===== src/rtl/ppr_mem_pkg.sv =====
`default_nettype none
// ============================================================================
//  Module   : ppr_mem_pkg
//  Purpose  : Shared types and constants for the BRAM bank arbiter slice.
//             - idx_width(n) : index width for n items, never below 1
//             - trk_entry_t  : read-tracker entry {is_read, port_id}
//             - c_CNT_W      : width of the saturating conflict counter
//  Revision : 1.0 - initial release
// ============================================================================
package ppr_mem_pkg;

  localparam int c_CNT_W     = 16;
  // Wide enough for the largest supported port count (16)
  localparam int c_PORT_ID_W = 4;

  typedef struct packed {
    logic                   is_read;
    logic [c_PORT_ID_W-1:0] port_id;
  } trk_entry_t;

  function automatic int idx_width(input int n);
    return (n <= 2) ? 1 : $clog2(n);
  endfunction

endpackage
`default_nettype wire


===== src/rtl/rr_grant.sv =====
`default_nettype none
// ============================================================================
//  Module   : rr_grant
//  Purpose  : Combinational round-robin pick. Grants the first eligible port
//             at or after the pointer, wrapping modulo NUM_PORTS.
//  Ports    : i_elig      - per-port eligibility
//             i_ptr       - current round-robin pointer (< NUM_PORTS)
//             o_grant     - one-hot grant (zero when nothing eligible)
//             o_grant_idx - binary index of the granted port
//             o_any_grant - at least one port granted
//  Revision : 1.0 - initial release
// ============================================================================
module rr_grant #(
  parameter int NUM_PORTS = 4,
  parameter int IDX_W     = 2
) (
  input  logic [NUM_PORTS-1:0] i_elig,
  input  logic [IDX_W-1:0]     i_ptr,
  output logic [NUM_PORTS-1:0] o_grant,
  output logic [IDX_W-1:0]     o_grant_idx,
  output logic                 o_any_grant
);

  logic [2*NUM_PORTS-1:0] w_dbl;
  logic [NUM_PORTS-1:0]   w_rot;

  // Doubling the vector lets a plain right shift rotate it so that bit 0
  // corresponds to the port at the pointer.
  assign w_dbl = {i_elig, i_elig};
  assign w_rot = w_dbl[NUM_PORTS-1:0] == '0 ? '0 : NUM_PORTS'(w_dbl >> i_ptr);

  always_comb begin
    int   s;
    logic found;
    s           = 0;
    found       = 1'b0;
    o_grant_idx = '0;
    for (int k = 0; k < NUM_PORTS; k++) begin
      if (!found && w_rot[k]) begin
        found = 1'b1;
        s     = int'(i_ptr) + k;
        if (s >= NUM_PORTS) s = s - NUM_PORTS;
        o_grant_idx = IDX_W'(s);
      end
    end
    o_any_grant = found;
    o_grant     = found ? ({{(NUM_PORTS-1){1'b0}}, 1'b1} << o_grant_idx) : '0;
  end

endmodule
`default_nettype wire


===== src/rtl/bank_arbiter_rr.sv =====
`default_nettype none
// ============================================================================
//  Module   : bank_arbiter_rr
//  Purpose  : Round-robin arbiter giving NUM_PORTS engines shared access to a
//             single-port BRAM bank owning [LOWER_ADDR, UPPER_ADDR].
//  Ports    : clk, rst_n           - clock, async active-low reset
//             req_valid/we/addr/wdata - per-port requests (packed per port)
//             req_ready            - combinational one-hot grant
//             rsp_valid/rsp_rdata  - registered read response, one-hot port
//             mem_en/we/addr/wdata - registered bank issue (bank-local addr)
//             mem_rdata            - bank read data, MEM_LATENCY after issue
//             conflict/conflict_cnt - registered contention flag / sat. count
//  Revision : 1.0 - initial release
// ============================================================================
module bank_arbiter_rr
  import ppr_mem_pkg::*;
#(
  parameter int NUM_PORTS   = 4,
  parameter int ADDR_WIDTH  = 13,
  parameter int DATA_WIDTH  = 32,
  parameter int LOWER_ADDR  = 0,
  parameter int UPPER_ADDR  = 4,
  parameter int MEM_LATENCY = 1
) (
  input  logic                             clk,
  input  logic                             rst_n,
  input  logic [NUM_PORTS-1:0]             req_valid,
  input  logic [NUM_PORTS-1:0]             req_we,
  input  logic [NUM_PORTS*ADDR_WIDTH-1:0]  req_addr,
  input  logic [NUM_PORTS*DATA_WIDTH-1:0]  req_wdata,
  output logic [NUM_PORTS-1:0]             req_ready,
  output logic [NUM_PORTS-1:0]             rsp_valid,
  output logic [DATA_WIDTH-1:0]            rsp_rdata,
  output logic                             mem_en,
  output logic                             mem_we,
  output logic [ADDR_WIDTH-1:0]            mem_addr,
  output logic [DATA_WIDTH-1:0]            mem_wdata,
  input  logic [DATA_WIDTH-1:0]            mem_rdata,
  output logic                             conflict,
  output logic [15:0]                      conflict_cnt
);

  localparam int                    c_IDX_W = idx_width(NUM_PORTS);
  localparam int                    c_TRK_D = MEM_LATENCY + 1;
  localparam logic [ADDR_WIDTH-1:0] c_LOWER = ADDR_WIDTH'(LOWER_ADDR);
  localparam logic [ADDR_WIDTH-1:0] c_UPPER = ADDR_WIDTH'(UPPER_ADDR);

  logic [NUM_PORTS-1:0]  w_elig;
  logic [NUM_PORTS-1:0]  w_grant;
  logic [c_IDX_W-1:0]    w_grant_idx;
  logic                  w_any;
  logic                  w_sel_we;
  logic [ADDR_WIDTH-1:0] w_sel_addr;
  logic [DATA_WIDTH-1:0] w_sel_wdata;
  logic                  w_conflict;
  trk_entry_t            w_push;
  trk_entry_t            w_tail;
  logic [NUM_PORTS-1:0]  w_rsp_hot;

  logic [c_IDX_W-1:0]    r_ptr;
  logic                  r_mem_en;
  logic                  r_mem_we;
  logic [ADDR_WIDTH-1:0] r_mem_addr;
  logic [DATA_WIDTH-1:0] r_mem_wdata;
  trk_entry_t            r_trk [c_TRK_D];
  logic [NUM_PORTS-1:0]  r_rsp_valid;
  logic [DATA_WIDTH-1:0] r_rsp_rdata;
  logic                  r_conflict;
  logic [c_CNT_W-1:0]    r_conflict_cnt;

  // Eligibility: valid and inside the bank window. Bounds that cannot
  // exclude anything are elided so no constant comparison is built.
  for (genvar gi = 0; gi < NUM_PORTS; gi++) begin : g_elig
    logic [ADDR_WIDTH-1:0] w_addr;
    logic                  w_lo_ok;
    logic                  w_hi_ok;
    assign w_addr = req_addr[gi*ADDR_WIDTH +: ADDR_WIDTH];
    if (LOWER_ADDR == 0) begin : g_lo_open
      assign w_lo_ok = 1'b1;
    end else begin : g_lo_cmp
      assign w_lo_ok = (w_addr >= c_LOWER);
    end
    if (longint'(UPPER_ADDR) >= (longint'(1) << ADDR_WIDTH) - 1) begin : g_hi_open
      assign w_hi_ok = 1'b1;
    end else begin : g_hi_cmp
      assign w_hi_ok = (w_addr <= c_UPPER);
    end
    assign w_elig[gi] = req_valid[gi] & w_lo_ok & w_hi_ok;
  end

  rr_grant #(
    .NUM_PORTS (NUM_PORTS),
    .IDX_W     (c_IDX_W)
  ) u_rr_grant (
    .i_elig      (w_elig),
    .i_ptr       (r_ptr),
    .o_grant     (w_grant),
    .o_grant_idx (w_grant_idx),
    .o_any_grant (w_any)
  );

  always_comb begin
    w_sel_we    = 1'b0;
    w_sel_addr  = '0;
    w_sel_wdata = '0;
    for (int i = 0; i < NUM_PORTS; i++) begin
      if (w_grant[i]) begin
        w_sel_we    = req_we[i];
        w_sel_addr  = req_addr[i*ADDR_WIDTH +: ADDR_WIDTH];
        w_sel_wdata = req_wdata[i*DATA_WIDTH +: DATA_WIDTH];
      end
    end
  end

  assign w_conflict     = ($countones(w_elig) > 1);
  assign w_push.is_read = w_any & ~w_sel_we;
  assign w_push.port_id = c_PORT_ID_W'(w_grant_idx);
  assign w_tail         = r_trk[c_TRK_D-1];

  always_comb begin
    w_rsp_hot = '0;
    for (int i = 0; i < NUM_PORTS; i++) begin
      w_rsp_hot[i] = w_tail.is_read && (w_tail.port_id == c_PORT_ID_W'(i));
    end
  end

  always_ff @(posedge clk or negedge rst_n) begin
    if (!rst_n) begin
      r_ptr          <= '0;
      r_mem_en       <= 1'b0;
      r_mem_we       <= 1'b0;
      r_mem_addr     <= '0;
      r_mem_wdata    <= '0;
      r_rsp_valid    <= '0;
      r_rsp_rdata    <= '0;
      r_conflict     <= 1'b0;
      r_conflict_cnt <= '0;
      for (int k = 0; k < c_TRK_D; k++) r_trk[k] <= '0;
    end else begin
      r_mem_en <= w_any;
      r_mem_we <= w_any & w_sel_we;
      if (w_any) begin
        r_ptr       <= (w_grant_idx == c_IDX_W'(NUM_PORTS-1)) ? '0 : w_grant_idx + 1'b1;
        r_mem_addr  <= w_sel_addr - c_LOWER;
        r_mem_wdata <= w_sel_wdata;
      end
      // Stage k lines up with the bank cycle k after issue; the tail meets
      // mem_rdata exactly MEM_LATENCY cycles after mem_en.
      r_trk[0] <= w_push;
      for (int k = 1; k < c_TRK_D; k++) r_trk[k] <= r_trk[k-1];
      r_rsp_valid <= w_rsp_hot;
      if (w_tail.is_read) r_rsp_rdata <= mem_rdata;
      r_conflict <= w_conflict;
      if (w_conflict && (r_conflict_cnt != {c_CNT_W{1'b1}})) begin
        r_conflict_cnt <= r_conflict_cnt + 1'b1;
      end
    end
  end

  // Grant is combinational but forced quiet while reset is held
  assign req_ready    = w_grant & {NUM_PORTS{rst_n}};
  assign rsp_valid    = r_rsp_valid;
  assign rsp_rdata    = r_rsp_rdata;
  assign mem_en       = r_mem_en;
  assign mem_we       = r_mem_we;
  assign mem_addr     = r_mem_addr;
  assign mem_wdata    = r_mem_wdata;
  assign conflict     = r_conflict;
  assign conflict_cnt = r_conflict_cnt;

endmodule
`default_nettype wire

===== config.mk =====
export PLATFORM = sky130hd
export DESIGN_NAME = bank_arbiter_rr
export DESIGN_NICKNAME = d
export VERILOG_FILES = /design/src/rtl/ppr_mem_pkg.sv /design/src/rtl/rr_grant.sv /design/src/rtl/bank_arbiter_rr.sv
export SDC_FILE = /design/constraint.sdc
export NUM_CORES = 1
export LEC_CHECK = 0
export ABC_AREA = 1
export CAP_MARGIN = 10
export CORE_AREA = 2 2 127 129
export DETAILED_ROUTE_END_ITERATION = 16
export DIE_AREA = 0 0 129 131
export DONT_BUFFER_PORTS = 1
export MAX_ROUTING_LAYER = met4
export SYNTH_ARGS = -nofsm -noshare
export SYNTH_HDL_FRONTEND = slang
export SYNTH_HIERARCHICAL = 1
export SYNTH_SLANG_ARGS = --single-unit

===== constraint.sdc =====
create_clock -name clk -period 5.71 [get_ports clk]
set_clock_uncertainty 0.15 [all_clocks]
set_input_delay 1.4275 -clock clk [delete_from_list [all_inputs] [get_ports clk]]
set_output_delay 1.4275 -clock clk [all_outputs]
set_load 0.005 [all_outputs]

==> flow_metrics.py, run 1 <==
metrics = {
    "outcome": {
        "status": "finished, final reports clean",
    },
    "power": {
        "p_leak_uw": 0.00312,
        "p_int_uw": 1270,
        "p_switching_uw": 540,
        "seqPwrFrac_pct": 46.7,
        "vdd_drop_max_uv": 128,
        "powerDensity_nw_per_um2": 276,
        "swShare_pct": 29.8,
        "combPwrFrac_pct": 15.9,
        "p_clk_share_pct": 37.4,
    },
    "clock_network": {
        "cts_buffers": 9,
        "post_cts_resized": 0,
        "post-cts-setup-buffers": 0,
        "insertion_delay_ps": 360,
        "cts_root_buf": "clkbuf_16",
        "clk_pin_slew_ps": 80,
        "cts_tree": "yes",
        "clock_sinks": 108,
        "cts_hold_buf": 0,
        "ctsLongestPathBuffers": 2,
        "cts_htree_levels": 3,
    },
    "logic_synthesis": {
        "synthAdderAreaFrac_pct": 0.739,
        "syn_area_um2": 6100,
        "synth_nets": 1070,
        "synth_top_family_by_area": "simple AND/OR/NAND/NOR gates",
        "synthSimpleGateAreaFrac_pct": 30.5,
        "yosysWarningCount": 6,
        "ys_seq_area_share_pct": 44.3,
        "synth_seq_cells": 108,
        "synthCells": 845,
        "synth-xor-area-share_pct": 0.862,
        "yosysTopAreaCell": "dfrtp_1",
        "synth_area_leaders": "dfrtp_1 44%, nand2_1 17%, a21oi_1 11%, nor2_1 5.7%, o211ai_1 5.5%",
        "syn_area_per_cell_um2": 7.22,
        "synth_top_area_share_pct": 44.3,
        "synth_cell_type_count": 32,
        "synth-compound-area-share_pct": 17.7,
        "synthMuxAreaShare_pct": 0,
    },
    "route": {
        "wire_per_inst_um": 20.3,
        "routed_wl_mm": 21.0,
        "drc_errors": 0,
        "detail_route.iter0.violations": 322,
        "ant_nets": 0,
        "vias": 5731,
        "vias_per_cell": 5.53,
        "drtPass1Iterations": 5,
    },
    "floorplanning": {
        "ios": 326,
        "start_util_pct": 39.1,
        "die_area_um2": 16900,
        "die-height_um": 131,
        "die_x_um": 129,
        "core_um2": 15600,
        "rows": 46,
    },
    "global_routing": {
        "grt.total_usage_pct": 24.8,
        "grt_max_degree": 113,
        "grt_pass1_wl_mm": 30.8,
        "grt_pass1_vias": 5384,
        "grt_overflow": 0,
        "antenna_found_initial": 0,
    },
    "setup_path": {
        "worstPathRequired_ps": 4130,
        "criticalPathCategory": "in2out",
        "critical_path.max_fanout": 4,
        "arrival_ps": 3410,
        "worstSetupStartpointType": "input port",
        "cp-end-kind": "output port",
    },
    "timing": {
        "clock.fmax_mhz": 200,
        "hold_slack_ps": 202,
        "setup_viol": 0,
        "hold_viol_final": 0,
        "fin_crit_sh_pct": 87.4,
        "slew_viol_final": 0,
        "relSlewSlack_pct": 31.9,
        "fin_ws_ps": 719,
        "rsz0062_at_grt": "no",
        "min_period_ps": 4990,
        "worst_slew_pin_slew_ps": 1020,
        "tns_ps": 0,
    },
    "cells_and_area": {
        "antenna_cells": 0,
        "mostFrequentLayoutCells": "283 x nand2_1, 138 x a21oi_1, 108 x dfrtp_1",
        "fin_nets": 1041,
        "syn_to_final_growth_pct": 7.96,
        "layout-drive-gt1-share_pct": 6.58,
        "final_common_cell": "nand2_1",
        "num-fill-cells": 1610,
        "final_area_um2": 6580,
    },
    "placement": {
        "dp_slack_ps": 727,
        "dpl.hpwl_mm": 15.0,
        "io_buffers": 0,
        "routabilityCongestion": 0.911,
        "placed_area_um2": 6260,
    },
    "flow_run": {
        "cap_violations": 0,
    },
    "hold_path": {
        "min_path_type": "reg2reg",
    },
}
[power groups by stage]
| stage | Clock (uW) | Sequential [uW] | Combinational [uW] |
|---|---|---|---|
| after global placement | 0 | 863 | 282 |
| after global routing | 733 | 854 | 327 |
| after floorplan | 0 | 848 | 221 |
| after detailed placement | 0 | 862 | 286 |
| final | 679 | 847 | 288 |
| after CTS | 696 | 848 | 287 |
[cell type report]
class | instances | area (um2) | share of cell area (%)
Clock buffer | 10 | 239 | 3.63
Clock inverter | 6 | 78.8 | 1.20
Inverter | 37 | 146 | 2.22
Multi-Input combinational cell | 651 | 3070 | 46.6
Sequential cell | 108 | 2700 | 41.1
Tap cell | 216 | 270 | 4.11
Timing Repair Buffer | 9 | 80.1 | 1.22
[cells by family after synthesis]
logic type,after synthesis
AND/OR/NAND/NOR,450
adder cells (fa/ha/maj),3
flip-flops,108
AO/OA/AOI/OAI,192
XOR/XNOR,6
buffers and inverters,86
[synthesized netlist by cell type (all sizes together)]
cell type / number
nand3: 39
and2: 1
dfrtp: 108
a21oi: 138
nand4: 7
inv: 36
o211ai: 45
nand3b: 1
nand2: 294
o21ai: 7
a31oi: 1
buf: 17
nor3: 9
xor2: 4
nor2: 98
ha: 2
clkbuf: 32
o31ai: 1
xnor2: 2
nor4: 1
clkinv: 1
fa: 1
[metal layers]
metal / vias up / wire (um) / track usage (%)
met2: 294 / 9650 / 38.8
met5: - / 0 / -
met1: 2675 / 8610 / 30.7
met3: 40 / 2110 / 7.21
li1: 2722 / - / -
met4: 0 / 660 / 9.08
[stage by stage]
stage	utilization [%]	instances	total power, uW
after floorplan	-	845	1070
after global placement	40.2	1021	1140
after detailed placement	40.2	1021	1150
after CTS	42.2	1037	1830
after global routing	42.2	1037	1910
final	42.2	1037	1810
[critical path, stage by stage]
cell and delay (ps):
o21ai_0 270, nand3_1 110, nor3_1 470, nor2_1 150
nand3_2 130, nand3_1 90, a21oi_1 130, nand2_1 80
nand2_2 140, nand2_1 70, nor2_1 160, nand2_1 90
inv_1 110
[flip-flops by register name (all words and copies together) (netlist names)]
signal / flops
mem_en: 1
mem_we: 1
mem_addr: 13
conflict_cnt: 16
rsp_valid: 4
conflict: 1
mem_wdata: 32
rsp_rdata: 32
r_ptr: 2
r_trk: 6
[final timing paths]
| path | start | to | slack [ps] | cells past startpoint |
|---|---|---|---|---|
| worst max-delay path | req_addr[0] | req_ready[0] | 720 | 13 |
| worst min-delay path | r_trk[5]$_DFF_PN0_ | r_trk[0]$_DFF_PN0_ | 200 | 0 |
| worst max register to register | r_ptr[0]$_DFFE_PN0P_ | mem_wdata[25]$_DFFE_PN0P_ | 2480 | 13 |
| worst min register to register | r_trk[5]$_DFF_PN0_ | r_trk[0]$_DFF_PN0_ | 200 | 0 |
| max in group asynchronous | rst_n | mem_wdata[2]$_DFFE_PN0P_ | 4630 | 0 |
| min in group asynchronous | rst_n | rsp_rdata[13]$_DFFE_PN0P_ | 610 | 0 |
Note: power is estimated with default switching activity, not from simulation.
==> inputs of run 2 (changes only) <==
--- a/config.mk
+++ b/config.mk
@@ -7,9 +7,9 @@
 export LEC_CHECK = 0
 export ABC_AREA = 1
 export CAP_MARGIN = 10
-export CORE_AREA = 2 2 127 129
+export CORE_AREA = 2 2 125 127
 export DETAILED_ROUTE_END_ITERATION = 16
-export DIE_AREA = 0 0 129 131
+export DIE_AREA = 0 0 127 129
 export DONT_BUFFER_PORTS = 1
 export MAX_ROUTING_LAYER = met4
 export SYNTH_ARGS = -nofsm -noshare
==> flow_metrics.py, run 2 (synthesis gave the netlist of run 1 again) <==
metrics = {
    "clock_network": {
        "cts_hold_buf": 0,
        "cts_htree_levels": 3,
        "post-cts-setup-buffers": 0,
        "ctsLongestPathBuffers": 2,
        "insertion_delay_ps": 350,
        "cts_buffers": 9,
        "cts_tree": "yes",
        "post_cts_resized": 0,
        "clock_sinks": 108,
        "cts_root_buf": "clkbuf_16",
        "clk_pin_slew_ps": 80,
    },
    "cells_and_area": {
        "fin_nets": 1040,
        "final_common_cell": "nand2_1",
        "layout-drive-gt1-share_pct": 6.34,
        "instances_no_fill": 1010,
        "mostFrequentLayoutCells": "283 x nand2_1, 138 x a21oi_1, 108 x dfrtp_1",
        "syn_to_final_growth_pct": 7.88,
    },
    "outcome": {
        "status": "finished, final reports clean",
    },
    "flow_run": {
        "cap_violations": 0,
    },
    "power": {
        "p_clk_share_pct": 38.0,
        "seqPwrFrac_pct": 46.3,
        "p_int_uw": 1310,
        "combPwrFrac_pct": 15.7,
        "swShare_pct": 28.4,
        "p_switching_uw": 521,
        "vdd_drop_max_uv": 147,
        "powerDensity_nw_per_um2": 279,
        "p_leak_uw": 0.00313,
        "p_total_uw": 1830,
    },
    "hold_path": {
        "hold_depth": 0,
        "min_path_type": "reg2reg",
        "min_from": "r_trk[9]$_DFF_PN0_",
        "hold_end": "r_trk[4]$_DFF_PN0_",
    },
    "placement": {
        "dpl.hpwl_mm": 15.2,
        "dpl.cell_count": 992,
        "routabilityCongestion": 0.827,
        "io_buffers": 0,
    },
    "timing": {
        "clock.fmax_mhz": 200,
        "relSlewSlack_pct": 31.9,
        "rsz0062_at_grt": "no",
        "hold_slack_ps": 214,
        "hold_viol_final": 0,
        "min_period_ps": 4990,
        "worst_slew_pin_slew_ps": 1020,
        "slew_viol_final": 0,
        "tns_ps": 0,
        "fin_crit_sh_pct": 87.4,
        "setup_viol": 0,
    },
    "route": {
        "routed_wl_mm": 20.8,
        "drc_errors": 0,
        "detail_route.iter0.violations": 476,
        "vias_per_cell": 5.72,
        "wire_per_inst_um": 20.6,
        "vias": 5781,
        "drtPass1Iterations": 5,
        "ant_nets": 0,
    },
    "floorplanning": {
        "die_x_um": 127,
        "rows": 45,
        "die_area_um2": 16400,
        "core_um2": 15000,
        "ios": 326,
        "start_util_pct": 40.7,
        "die-height_um": 129,
    },
    "setup_path": {
        "worstSetupStartpointType": "input port",
        "critical_path.max_fanout": 4,
        "arrival_ps": 3410,
        "reg2reg_from": "r_ptr[0]$_DFFE_PN0P_",
        "r2r_cells": 13,
        "r2r_slack_ps": 2360,
        "worstPathRequired_ps": 4130,
        "cp-end-kind": "output port",
        "criticalPathCategory": "in2out",
        "rr_endpoint": "mem_wdata[12]$_DFFE_PN0P_",
    },
    "global_routing": {
        "grt.total_usage_pct": 25.6,
        "grt_max_degree": 113,
        "grt_overflow": 0,
        "antenna_found_initial": 2,
        "grt_pass1_wl_mm": 31.4,
        "grt_pass1_vias": 5507,
    },
}
[run 2: cell count changes in the layout (fill, tap and decap cells not counted)]
| cell | change |
|---|---|
| clkinv_2 | +1 |
| inv_8 | -2 |
| clkinv_4 | -1 |
| buf_4 | -3 |
| clkbuf_1 | +1 |
| buf_12 | +2 |
| diode_2 | +2 |
| bufinv_16 | +1 |
[run 2: worst max-delay path by stage]
stage	start	endpoint	slack, ps	cells past startpoint
CTS	req_addr[4]	req_ready[0]	690	15
detailed placement	req_addr[4]	req_ready[0]	690	15
global route	req_addr[4]	req_ready[0]	450	15
global placement	req_addr[0]	req_ready[0]	750	15
floorplan	req_addr[0]	req_ready[3]	610	13
finish	req_addr[0]	req_ready[0]	720	15
[run 2: power groups by stage]
stage                     logic [uW]  clock network (uW)  registers [uW]
after floorplan                  221                   0             848
after global placement           287                   0             864
after detailed placement         290                   0             863
after CTS                        290                 713             849
after global routing             327                 740             853
final                            289                 697             849
[run 2: layout make-up]
class | count | area [um2]
Antenna cell | 2 | 5.00
Clock buffer | 11 | 243
Clock inverter | 5 | 82.6
Fill cell | 1533 | 8400
Inverter | 37 | 146
Multi-Input combinational cell | 651 | 3070
Sequential cell | 108 | 2700
Tap cell | 188 | 235
Timing Repair Buffer | 8 | 97.6
[run 2: critical path: stages]
cell	delay, ps
o21ai_0	140
nand3_1	110
nor3_1	510
inv_1	90
nand2_1	110
nand3_2	90
nand2_2	130
nor2_4	50
nand3_1	60
nand2_1	60
nand2_2	140
nand2_1	70
nor2_1	240
nand2_1	90
inv_1	80
[run 2: metrics by stage]
stage	cell area, um2	util, %	setup WS, ps
after floorplan	6100	-	611
after detailed placement	6250	41.7	690
final	6580	43.9	718
after global placement	6250	41.7	754
after CTS	6570	43.9	689
after global routing	6580	43.9	445
[run 2: metal layers]
metal	wire length [um]	GRT usage, %	vias to the layer above
met5	0	-	-
met1	8530	32.3	2684
met2	9700	39.5	329
met3	1890	6.03	43
li1	-	-	2725
met4	733	11.4	0
